File: config.mk
export PLATFORM = sky130hd
export DESIGN_NAME = mem_wb_stage
export DESIGN_NICKNAME = d
export VERILOG_FILES = /design/src/rtl/mem_wb_stage.sv
export SDC_FILE = /design/constraint.sdc
export NUM_CORES = 1
export LEC_CHECK = 0
export CAP_MARGIN = 20
export CORE_MARGIN = 8
export CORE_UTILIZATION = 39
export DETAILED_ROUTE_END_ITERATION = 10
export GPL_ROUTABILITY_DRIVEN = 1
export PLACE_DENSITY_LB_ADDON = 0.2
export SLEW_MARGIN = 5
export SYNTH_ARGS = -nofsm -noshare
export SYNTH_HDL_FRONTEND = slang
export SYNTH_SLANG_ARGS = --single-unit
File: constraint.sdc
create_clock -name clk -period 6.4 [get_ports clk]
set_clock_uncertainty 0.2 [all_clocks]
set_input_delay 0.96 -clock clk [delete_from_list [all_inputs] [get_ports clk]]
set_output_delay 0.96 -clock clk [all_outputs]
set_load 0.03 [all_outputs]
File: src/rtl/mem_wb_stage.sv
// MEM/WB stage of the 5-stage MIPS pipeline: data-memory access with stall and
// timeout abort, plus the MEM/WB register that feeds register-file writeback.
module mem_wb_stage #(
    parameter int WIDTH   = 32,
    parameter int TIMEOUT = 16
) (
    input  logic             clk,
    input  logic             rst,
    input  logic             valid_mem,
    input  logic             regwrite_mem,
    input  logic             memtoreg_mem,
    input  logic             memwrite_mem,
    input  logic [WIDTH-1:0] aluout_mem,
    input  logic [WIDTH-1:0] writedata_mem,
    input  logic [4:0]       writereg_mem,
    output logic             stall_mem,
    output logic             dmem_req,
    output logic             dmem_we,
    output logic [WIDTH-1:0] dmem_addr,
    output logic [WIDTH-1:0] dmem_wdata,
    input  logic [WIDTH-1:0] dmem_rdata,
    input  logic             dmem_ack,
    output logic             regwrite_wb,
    output logic [4:0]       regaddr_wb,
    output logic [WIDTH-1:0] result_wb,
    output logic             valid_wb,
    output logic             err_wb,
    output logic             o_dbg_state,
    output logic [7:0]       o_dbg_wcnt
);

    typedef enum logic {S_IDLE = 1'b0, S_WAIT = 1'b1} state_t;

    localparam logic [7:0] LP_TIMEOUT = 8'(TIMEOUT);

    state_t           r_state;
    logic [7:0]       r_wcnt;
    logic             r_valid_wb;
    logic             r_regwrite_wb;
    logic [4:0]       r_regaddr_wb;
    logic [WIDTH-1:0] r_result_wb;
    logic             r_err_wb;

    logic w_memop;
    logic w_misal;
    logic w_aligned_op;
    logic w_in_wait;
    logic w_abort;
    logic w_req;
    logic w_retire;
    logic w_error;

    // Bus handshake: dmem_req is held with addr/we/wdata stable until the cycle
    // in which dmem_ack pulses; that cycle completes the transfer and dmem_rdata
    // is valid only then. An ack with no request outstanding is ignored.
    always_comb begin
        w_memop      = valid_mem & (memtoreg_mem | memwrite_mem);
        w_misal      = (aluout_mem[1:0] != 2'b00);
        w_aligned_op = w_memop & ~w_misal;
        w_in_wait    = (r_state == S_WAIT);
        w_abort      = w_in_wait & ~dmem_ack & (r_wcnt == LP_TIMEOUT);
        w_req        = rst & (w_in_wait ? ~w_abort : w_aligned_op);
        w_retire     = w_in_wait ? (dmem_ack | w_abort) : (~w_aligned_op | dmem_ack);
        w_error      = w_abort | (~w_in_wait & w_memop & w_misal);
    end

    assign dmem_req    = w_req;
    assign dmem_we     = w_req & memwrite_mem;
    assign dmem_addr   = w_req ? aluout_mem : '0;
    assign dmem_wdata  = w_req ? writedata_mem : '0;
    assign stall_mem   = w_req & ~dmem_ack;

    assign regwrite_wb = r_regwrite_wb;
    assign regaddr_wb  = r_regaddr_wb;
    assign result_wb   = r_result_wb;
    assign valid_wb    = r_valid_wb;
    assign err_wb      = r_err_wb;
    assign o_dbg_state = r_state;
    assign o_dbg_wcnt  = r_wcnt;

    always_ff @(posedge clk or negedge rst) begin
        if (!rst) begin
            r_state       <= S_IDLE;
            r_wcnt        <= 8'd0;
            r_valid_wb    <= 1'b0;
            r_regwrite_wb <= 1'b0;
            r_regaddr_wb  <= 5'd0;
            r_result_wb   <= '0;
            r_err_wb      <= 1'b0;
        end else begin
            case (r_state)
                S_IDLE: begin
                    if (w_aligned_op && !dmem_ack) begin
                        r_state <= S_WAIT;
                        r_wcnt  <= 8'd1;
                    end
                end
                S_WAIT: begin
                    if (dmem_ack || w_abort) begin
                        r_state <= S_IDLE;
                        r_wcnt  <= 8'd0;
                    end else begin
                        r_wcnt <= r_wcnt + 8'd1;
                    end
                end
                default: begin
                    r_state <= S_IDLE;
                    r_wcnt  <= 8'd0;
                end
            endcase

            // Non-retire edges insert a bubble but keep address/data for a stable bus.
            if (w_retire) begin
                r_valid_wb    <= valid_mem;
                r_regwrite_wb <= valid_mem & regwrite_mem & ~w_error & (writereg_mem != 5'd0);
                r_regaddr_wb  <= writereg_mem;
                r_result_wb   <= memtoreg_mem ? dmem_rdata : aluout_mem;
                r_err_wb      <= w_error;
            end else begin
                r_valid_wb    <= 1'b0;
                r_regwrite_wb <= 1'b0;
                r_err_wb      <= 1'b0;
            end
        end
    end

endmodule
# After elaboration in Yosys (flattened, before gate mapping)
# Cells that the tools add are included.
# totals
register_bits	49
input_bits	108
output_inout_bits	116
elab_cells	51
# op_classes
add_sub_neg	1
eq_ne	2
mux	14
n_bitwise	22
n_reduce_logical	5
# op_table
operator	n
32-bit two-way mux	3
8-bit two-way mux	2
8-bit case mux with 2 select lines	1
1-bit bitwise AND	12
8-bit by 1-bit adder with 8-bit output, second input constant	1
8-bit by 5-bit == test with 1-bit output, second input constant	1
1-bit two-way mux	7
1-bit inverter	6
5-bit nonzero test	1
1-bit OR	4
2-bit by 1-bit inequality test with 1-bit output, second input constant	1
1-bit case mux with 2 select lines	1
2-bit nonzero test	1
1-bit logical AND	1
1-bit zero test	1
1-bit logical OR	1

# Depth between registers and ports, before layout
# Gate-level depths: netlist of the first run.
# logic_depth
ltp_word	9
mapped_depth	9
depth_no_buf	7

# Worst setup path before layout of the first run
# OpenSTA, ideal clock, no wires.
# synth_path
path_type	input to output
start	in memtoreg_mem
end	out dmem_wdata[22]
arrival_ns	2.410
required_ns	5.240
slack_ns	2.830
stages	6
path_buffers	2
cell_sequence	buf_2 > o21a_1 > a21oi_4 > nor3b_2 > clkbuf_1 > and2_1
# synth_between
elab_chain_cells	6
# synth_rtl
element	line_no	text
from (decl)	11	input logic memtoreg_mem,
1-bit OR	57	w_memop = valid_mem & (memtoreg_mem | memwrite_mem);
1-bit bitwise AND	57	
1-bit bitwise AND	59	w_aligned_op = w_memop & ~w_misal;
1-bit two-way mux	62	w_req = rst & (w_in_wait ? ~w_abort : w_aligned_op);
1-bit bitwise AND	62	
via dmem_req	17	output logic dmem_req,
32-bit two-way mux	70	assign dmem_wdata = w_req ? writedata_mem : '0;
to (decl)	20	output logic [WIDTH-1:0] dmem_wdata,
# The timed path passes the listed nets, and every way through them passes these cells.

# Worst setup path after layout of the first run
# layout_path
start	in dmem_ack
end	out dmem_wdata[11]
# layout_between
elab_chain_cells	7
# layout_rtl
element	line_no	text
from (decl)	22	input logic dmem_ack,
1-bit inverter	61	w_abort = w_in_wait & ~dmem_ack & (r_wcnt == LP_TIMEOUT);
1-bit bitwise AND (2 in a row)	61	
1-bit inverter	62	
1-bit two-way mux	62	
1-bit bitwise AND	62	
32-bit two-way mux	70	
# Every way passes these cells.

==> results of run 1 <==
==> per-layer routing <==
| layer | global-route usage [%] | up-vias | part of all wire (%) |
|---|---|---|---|
| met5 | 0 | - | 0 |
| met1 | 20.70 | 1389 | 39 |
| met4 | 3.317 | 0 | 0.47 |
| met2 | 34.95 | 135 | 52 |
| met3 | 6.959 | 5 | 9.0 |
| li1 | - | 1440 | - |
==> final timing paths <==
kind	endpoint	slack (ns)	cells past startpoint
max	dmem_wdata[11]	1.46	7
min	o_dbg_wcnt[7]$_DFFE_PN0P_	0.32	1
max reg2reg	regaddr_wb[2]$_DFFE_PN0P_	3.28	8
min reg2reg	o_dbg_wcnt[7]$_DFFE_PN0P_	0.32	1
max in group asynchronous	result_wb[23]$_DFFE_PN0P_	4.97	2
min in group asynchronous	o_dbg_wcnt[4]$_DFFE_PN0P_	0.60	2
==> through the flow <==
stage	utilization, %	cell area, sq um
floorplan	-	3222
global placement	67.56	5468
detailed placement	67.56	5468
CTS	69.00	5584
global route	69.00	5584
finish	69.00	5584
==> logic make-up (layout without fill, tap and decap cells) <==
| logic type | after synthesis | in the layout | share of synthesized area, % |
|---|---|---|---|
| adders and majority gates | 2 | 2 | 0.7766 |
| AOI/OAI and AO/OA | 53 | 53 | 20.08 |
| xor gates and xnor gates | 2 | 2 | 0.5438 |
| DFF | 49 | 49 | 38.06 |
| and+or+nand+nor | 120 | 120 | 22.25 |
| buffers and inverters | 28 | 242 | 5.709 |
| muxes | 38 | 38 | 12.58 |
==> sequential cells by signal, indices dropped and copies added (netlist names) <==
signal	cells
err_wb	1
o_dbg_state	1
o_dbg_wcnt	8
regaddr_wb	5
regwrite_wb	1
result_wb	32
valid_wb	1
==> final cells by class <==
type | instances | area, sq um | share of cell area (%)
Sequential cell | 49 | 1226 | 21.96
Clock inverter | 1 | 30.03 | 0.5378
Timing Repair Buffer | 228 | 2260 | 40.47
Clock buffer | 7 | 86.33 | 1.546
Inverter | 6 | 30.03 | 0.5378
Multi-Input combinational cell | 215 | 1821 | 32.60
Tap cell | 105 | 131.4 | 2.353
==> report_power, final <==
| part | switching, mW | internal (mW) | leakage, nW |
|---|---|---|---|
| combinational | 0.190 | 0.181 | 1.55 |
| clock | 0.104 | 0.128 | 0.0585 |
| sequential | 0.0198 | 0.338 | 0.587 |
| total | 0.314 | 0.647 | 2.20 |
==> cells in the mapped netlist <==
master | number | area share, %
a211oi_1 | 1 | 0.23
a21o_1 | 2 | 0.47
a21oi_1 | 6 | 0.93
a21oi_4 | 31 | 16
a22o_1 | 4 | 1.1
a31o_1 | 1 | 0.27
a31oi_1 | 1 | 0.19
and2_1 | 66 | 13
and3_1 | 1 | 0.19
and3b_1 | 1 | 0.27
and4bb_4 | 1 | 0.50
buf_12 | 3 | 1.9
buf_2 | 2 | 0.31
buf_6 | 2 | 0.70
clkbuf_1 | 11 | 1.3
clkbuf_2 | 4 | 0.62
dfrtp_1 | 49 | 38
ha_1 | 2 | 0.78
inv_1 | 5 | 0.58
inv_8 | 1 | 0.35
mux2_4 | 5 | 2.3
mux2i_1 | 33 | 10
nand2_1 | 4 | 0.47
nand2b_1 | 1 | 0.19
nand3_1 | 2 | 0.31
nand4_1 | 2 | 0.39
nor2_1 | 3 | 0.35
nor3_1 | 33 | 5.1
nor3_2 | 1 | 0.31
nor3b_1 | 1 | 0.23
nor3b_2 | 1 | 0.39
o21a_1 | 2 | 0.47
o21ai_0 | 5 | 0.78
or2_1 | 1 | 0.19
or3b_2 | 1 | 0.27
or4_1 | 1 | 0.23
xnor2_1 | 2 | 0.54
==> critical path: cells and delay by family <==
| kind | cells | cell delay (ns) |
|---|---|---|
| buffers and inverters | 3 | 1.63 |
| and+or+nand+nor | 4 | 1.17 |
==> impl_results.md, run 1 <==
- Status: complete, no violations
- Die area: 11,430 sq um
- Worst Path Required: roughly 5.2 ns
- Routed WL per cell: around 18 microns
- Drt total wl: ~11 mm
- Largest net degree at the start of global routing: 51
- Ports: around 220
- Critical path class: in2out
- CTS-repair resized insts: 0
- Crit path time final: 4.944 ns
- Post-Layout Cell Count: between 600 and 700
- TNS Setup: 0 ns
- Power, Total: ~960 uW
- Mapped Avg Cell Area: between 10 and 15 sq um
- Initial antenna violation count: 0
- Clk buf depth: 2
- H-tree depth: 2
- Critical Path Max Stage Delay: ~0.69 ns
- Synth Register Bits: 49
- Worst r2r src: o_dbg_wcnt[0]$_DFFE_PN0P_
- Initial core utilization: approximately 40%
- Area of the mapped netlist: 3222 sq um
- Final HPWL DP: around 9 mm
- Worst Setup Start Kind: input pin
- Port Buffers: about 220
- Setup crit end kind: output port
- Initial drt markers: 90
- Slew at the pin with the worst max-slew slack: just under 1 ns
- CP most frequent cell: clkdlybuf4s50_1
- Most common cell after layout, fill and taps aside: clkdlybuf4s50_1
- Num rows: 33
- # DRC: 0
- Post-CTS Setup Bufs: 0
- YS warnings: 0
- Fin crit share: between 70 and 80%
- Worst Setup SP: dmem_ack
- Placed Cells: 603
- Final setup violation count: 0
- Yosys cell types: 37
- Fmax: slightly above 200 MHz
- Diodes inserted: 0
- Via count: about 3,000
- DR pass1 iterations: 4
- Unrepaired setup endpoints after global routing: no
- ANT nets after route: 0
- Power density cells: roughly 170 nW/um^2
- Worst-Skew Late Latency: roughly 0.30 ns
- Gpl congestion: roughly 0.79
- Hold_sp: o_dbg_wcnt[7]$_DFFE_PN0P_
- Vias/cell: 4.859
- Headroom to the max-slew limit: between 30% and 40%
- CTS Hold Bufs: 0
- Final slew viol count: 0
- Leak Pwr: 2.197 nW
- Most frequent cells in the layout: 221 x clkdlybuf4s50_1, 66 x and2_1, 49 x dfrtp_1
- Post-route setup slack: 1.456 ns
- Synth Net Count: 402
- Die W: roughly 110 microns
- Share of cells above drive strength 1: ~11%
- Die height: about 110 microns
- Core area: 8093 sq um
- Worst vdd ir: around 0.12 mV
- CP max-delay cell: clkdlybuf4s50_1
- Clk sink count: 49
- CP Max Fanout: 50
- CP arrival: around 3.8 ns
- CTS Buf Count: 5
- Synthesized instance count: 292
- TritonCTS clock tree: built
- Nets: ~620
- Clock-pin slew on the worst setup and hold paths: 0.09 ns
- MaxCap Viol Count: 0
- Global Route Usage Sum: 19.08%
- Hold WS: 0.3245 ns
- Number of global-route vias before repair: roughly 3,200
- CTS root buf: clkbuf_8
- Congestion Overflow GR: 0
- Hold Crit Class: reg2reg
- Final hold vios: 0
- Fillers: approximately 630
- Post-synthesis sequential area ratio: approximately two fifths
- Worst path cell trace: clkdlybuf4s50_1 > nand2b_1 > and3b_1 > nor3b_4 > buf_4 > and2_1 > clkdlybuf4s50_1
- Pre-CTS setup slack: around 1.4 ns
- Layout Area Growth over Synthesis: 73.32%
- First-pass GRT wire length: 17.49 mm
No activity file was read; power rests on OpenSTA's default activity.
==> inputs of run 2 (changes only) <==
CORE_UTILIZATION = 36   (was 39)
clock period = 4.65 ns   (was 6.4 ns; I/O delays follow)
==> run 2 against run 1 <==
Sequential share of layout area about the same; core utilization shrank 5.1 points; largest power group unchanged; cell count is 0.82% higher; via count about the same; die area rose by 7.1%; hold slack got worse by 0.019 ns; power grew 30%.
==> impl_results.md, run 2 (synthesis results as in run 1) <==
- Num rows: 34 (was 33)
- Worst r2r src: o_dbg_wcnt[0]$_DFFE_PN0P_ (unchanged)
- Worst-Skew Late Latency: 0.30 ns (about the same)
- Fin crit share: between 80% and 90%
- Switching power: 427.3 uW (was 313.8 uW)
- Initial core utilization: 36.94% (was 39.81%)
- Status: complete, no violations (unchanged)
- Core area: 8721 sq um (was 8093 sq um)
- Post-route setup slack: 0.6956 ns (was 1.456 ns)
- Clock-pin slew on the worst setup and hold paths: 0.09 ns (about the same)
- Critical path class: in2out (unchanged)
- Fmax: 252.9 MHz
- MaxCap Viol Count: 0 (unchanged)
- Hold_sp: o_dbg_wcnt[7]$_DFFE_PN0P_ (unchanged)
- Die height: 110.6 microns (was 106.9 microns)
- Share of cells above drive strength 1: 11.61% (was 11.07%)
- DR pass1 iterations: 4 (unchanged)
- Drt total wl: 11.12 mm (was 11.28 mm)
- Congestion Overflow GR: 0 (unchanged)
- CP Max Fanout: 52 (was 50)
- ANT nets after route: 0 (unchanged)
- Setup crit end kind: output port (unchanged)
- CP arrival: 3.06 ns (was 3.78 ns)
- Switch share: 34.27% (was 32.66%)
- H-tree depth: 2 (unchanged)
- # DRC: 0 (unchanged)
- Final HPWL DP: 9.108 mm (was 9.039 mm)
- Unrepaired setup endpoints after global routing: no (unchanged)
- CP most frequent cell: clkdlybuf4s50_1 (unchanged)
- CTS Hold Bufs: 0 (unchanged)
- Clk buf depth: 2 (unchanged)
- Die W: 110.6 microns (was 106.9 microns)
- Initial drt markers: 82 (was 90)
- TritonCTS clock tree: built (unchanged)
- Final setup violation count: 0 (unchanged)
- Worst path cell trace: clkdlybuf4s50_1 > nand2b_1 > and3b_1 > nor3b_4 > buf_4 > and2_1 > clkdlybuf4s50_1 (unchanged)
- Clk network pwr share: 19.7% (was 24.1%)
- Ports: 224 (unchanged)
- Power density cells: 223.7 nW/um^2 (was 172.1 nW/um^2)
- Port Buffers: 223 (unchanged)
- Worst vdd ir: 0.1539 mV (was 0.1247 mV)
- Delay-heaviest family, CP: buffers and inverters (unchanged)
- Critical Path Max Stage Delay: 0.69 ns (about the same)
- Most common cell after layout, fill and taps aside: clkdlybuf4s50_1 (unchanged)
- TNS Setup: 0 ns (unchanged)
- Pre-CTS setup slack: 0.6808 ns (was 1.431 ns)
- Vias/cell: 4.817 (was 4.859)
- Final hold vios: 0 (unchanged)
- CTS root buf: clkbuf_8 (unchanged)
- CTS Buf Count: 5 (unchanged)
- Flop pwr share: 39.5% (was 37.3%)
- Clk sink count: 49 (unchanged)
- Leak Pwr: 2.192 nW (was 2.197 nW)
- Global Route Usage Sum: 17.78% (was 19.08%)
- Layout Area Growth over Synthesis: 72.97% (was 73.32%)
- Final slew viol count: 0 (unchanged)
- Worst Path Required: 3.75 ns (was 5.24 ns)
- CTS-repair resized insts: 0 (unchanged)
- Cell-internal power: 819.5 uW (was 647.0 uW)
- Gpl congestion: 0.8213 (was 0.7888)
- Worst Setup Start Kind: input pin (unchanged)
- Die area: 12,230 sq um (was 11,430 sq um)
- CP Buf/Inv Count: 3 (unchanged)
- Worst Setup SP: dmem_ack (unchanged)
- Diodes inserted: 0 (unchanged)
- Comb power frac: 40.8% (was 38.6%)
- Crit path time final: ~4 ns
- Slew at the pin with the worst max-slew slack: 0.7410 ns (was 0.9783 ns)
- Initial antenna violation count: 0 (unchanged)
- Routed WL per cell: 18.05 microns (was 18.46 microns)
- Max reg flops: 32 (unchanged)
- Headroom to the max-slew limit: 50.60% (was 34.78%)
- Number of global-route vias before repair: 3,077 (was 3,178)
- Hold Crit Class: reg2reg (unchanged)
- Via count: 2,967 (was 2,969)
- CP max-delay cell: clkdlybuf4s50_1 (unchanged)
- Largest net degree at the start of global routing: 53 (was 51)
- Nets: 617 (was 615)
- Most frequent cells in the layout: 221 x clkdlybuf4s50_1, 66 x and2_1, 49 x dfrtp_1 (unchanged)
- First-pass GRT wire length: 17.82 mm (was 17.49 mm)
- Post-CTS Setup Bufs: 0 (unchanged)
run 2: changes by cell type in the layout (fill, tap and decap cells not counted), sizes merged:
cell	before	now
clkinvlp	0	1
clkinv	0	2
clkbuf	7	5
bufinv	1	0
buf	7	9
run 2: cell type report:
cell class | count | area [sq um]
Multi-Input combinational cell | 215 | 1821
Fill cell | 738 | 3148
Sequential cell | 49 | 1226
Clock buffer | 5 | 68.82
Timing Repair Buffer | 230 | 2275
Tap cell | 108 | 135.1
Inverter | 6 | 30.03
Clock inverter | 3 | 17.52
run 2: power groups by stage:
stage,Clock [mW],Combinational [mW],Sequential [mW]
detailed placement,0,0.517,0.500
floorplan,0,0.189,0.580
finish,0.245,0.509,0.492
global placement,0,0.511,0.499
CTS,0.259,0.518,0.493
global route,0.276,0.540,0.499
run 2: layer usage:
layer,global-route usage [%],routed length (microns),vias up
li1,-,-,1440
met1,18.99,4334,1397
met2,32.75,5836,124
met3,6.602,875,6
met4,2.973,70,0
met5,0,0,-
run 2: path summary, 6_finish.rpt:
kind                                                   to  slack [ns]  cells past startpoint
worst min register to register  o_dbg_wcnt[7]$_DFFE_PN0P_        0.31                      1
worst min-delay path            o_dbg_wcnt[7]$_DFFE_PN0P_        0.31                      1
min in group asynchronous       o_dbg_wcnt[2]$_DFFE_PN0P_        0.32                      2
max in group asynchronous       result_wb[31]$_DFFE_PN0P_        3.48                      2
worst max-delay path                         dmem_addr[8]        0.70                      7
worst max register to register  result_wb[24]$_DFFE_PN0P_        1.59                      8
run 2: stage by stage:
| step | area (sq um) | power, mW | hold WS [ns] | cells | util, % |
|---|---|---|---|---|---|
| CTS | 5573 | 1.270 | 0.3068 | 616 | 63.90 |
| global route | 5573 | 1.316 | 0.3326 | 616 | 63.90 |
| floorplan | 3222 | 0.7686 | 0.2019 | 292 | - |
| finish | 5573 | 1.247 | 0.3051 | 616 | 63.90 |
| global placement | 5487 | 1.009 | 0.2821 | 608 | 62.91 |
| detailed placement | 5487 | 1.018 | 0.2898 | 608 | 62.91 |
run 2: worst reg2reg max path, delay by kind of cell (launching register included):
kind	cells	cell delay, ns
AOI/OAI and AO/OA	2	0.29
and+or+nand+nor	2	0.99
buffers and inverters	3	0.87
adders and majority gates	1	0.16
DFF	1	0.43
==> inputs of run 3 (changes only) <==
TNS_END_PERCENT = 50   (was unset)
==> results of run 3 <==
Final layout, timing and power as in run 2 (identical DEF).
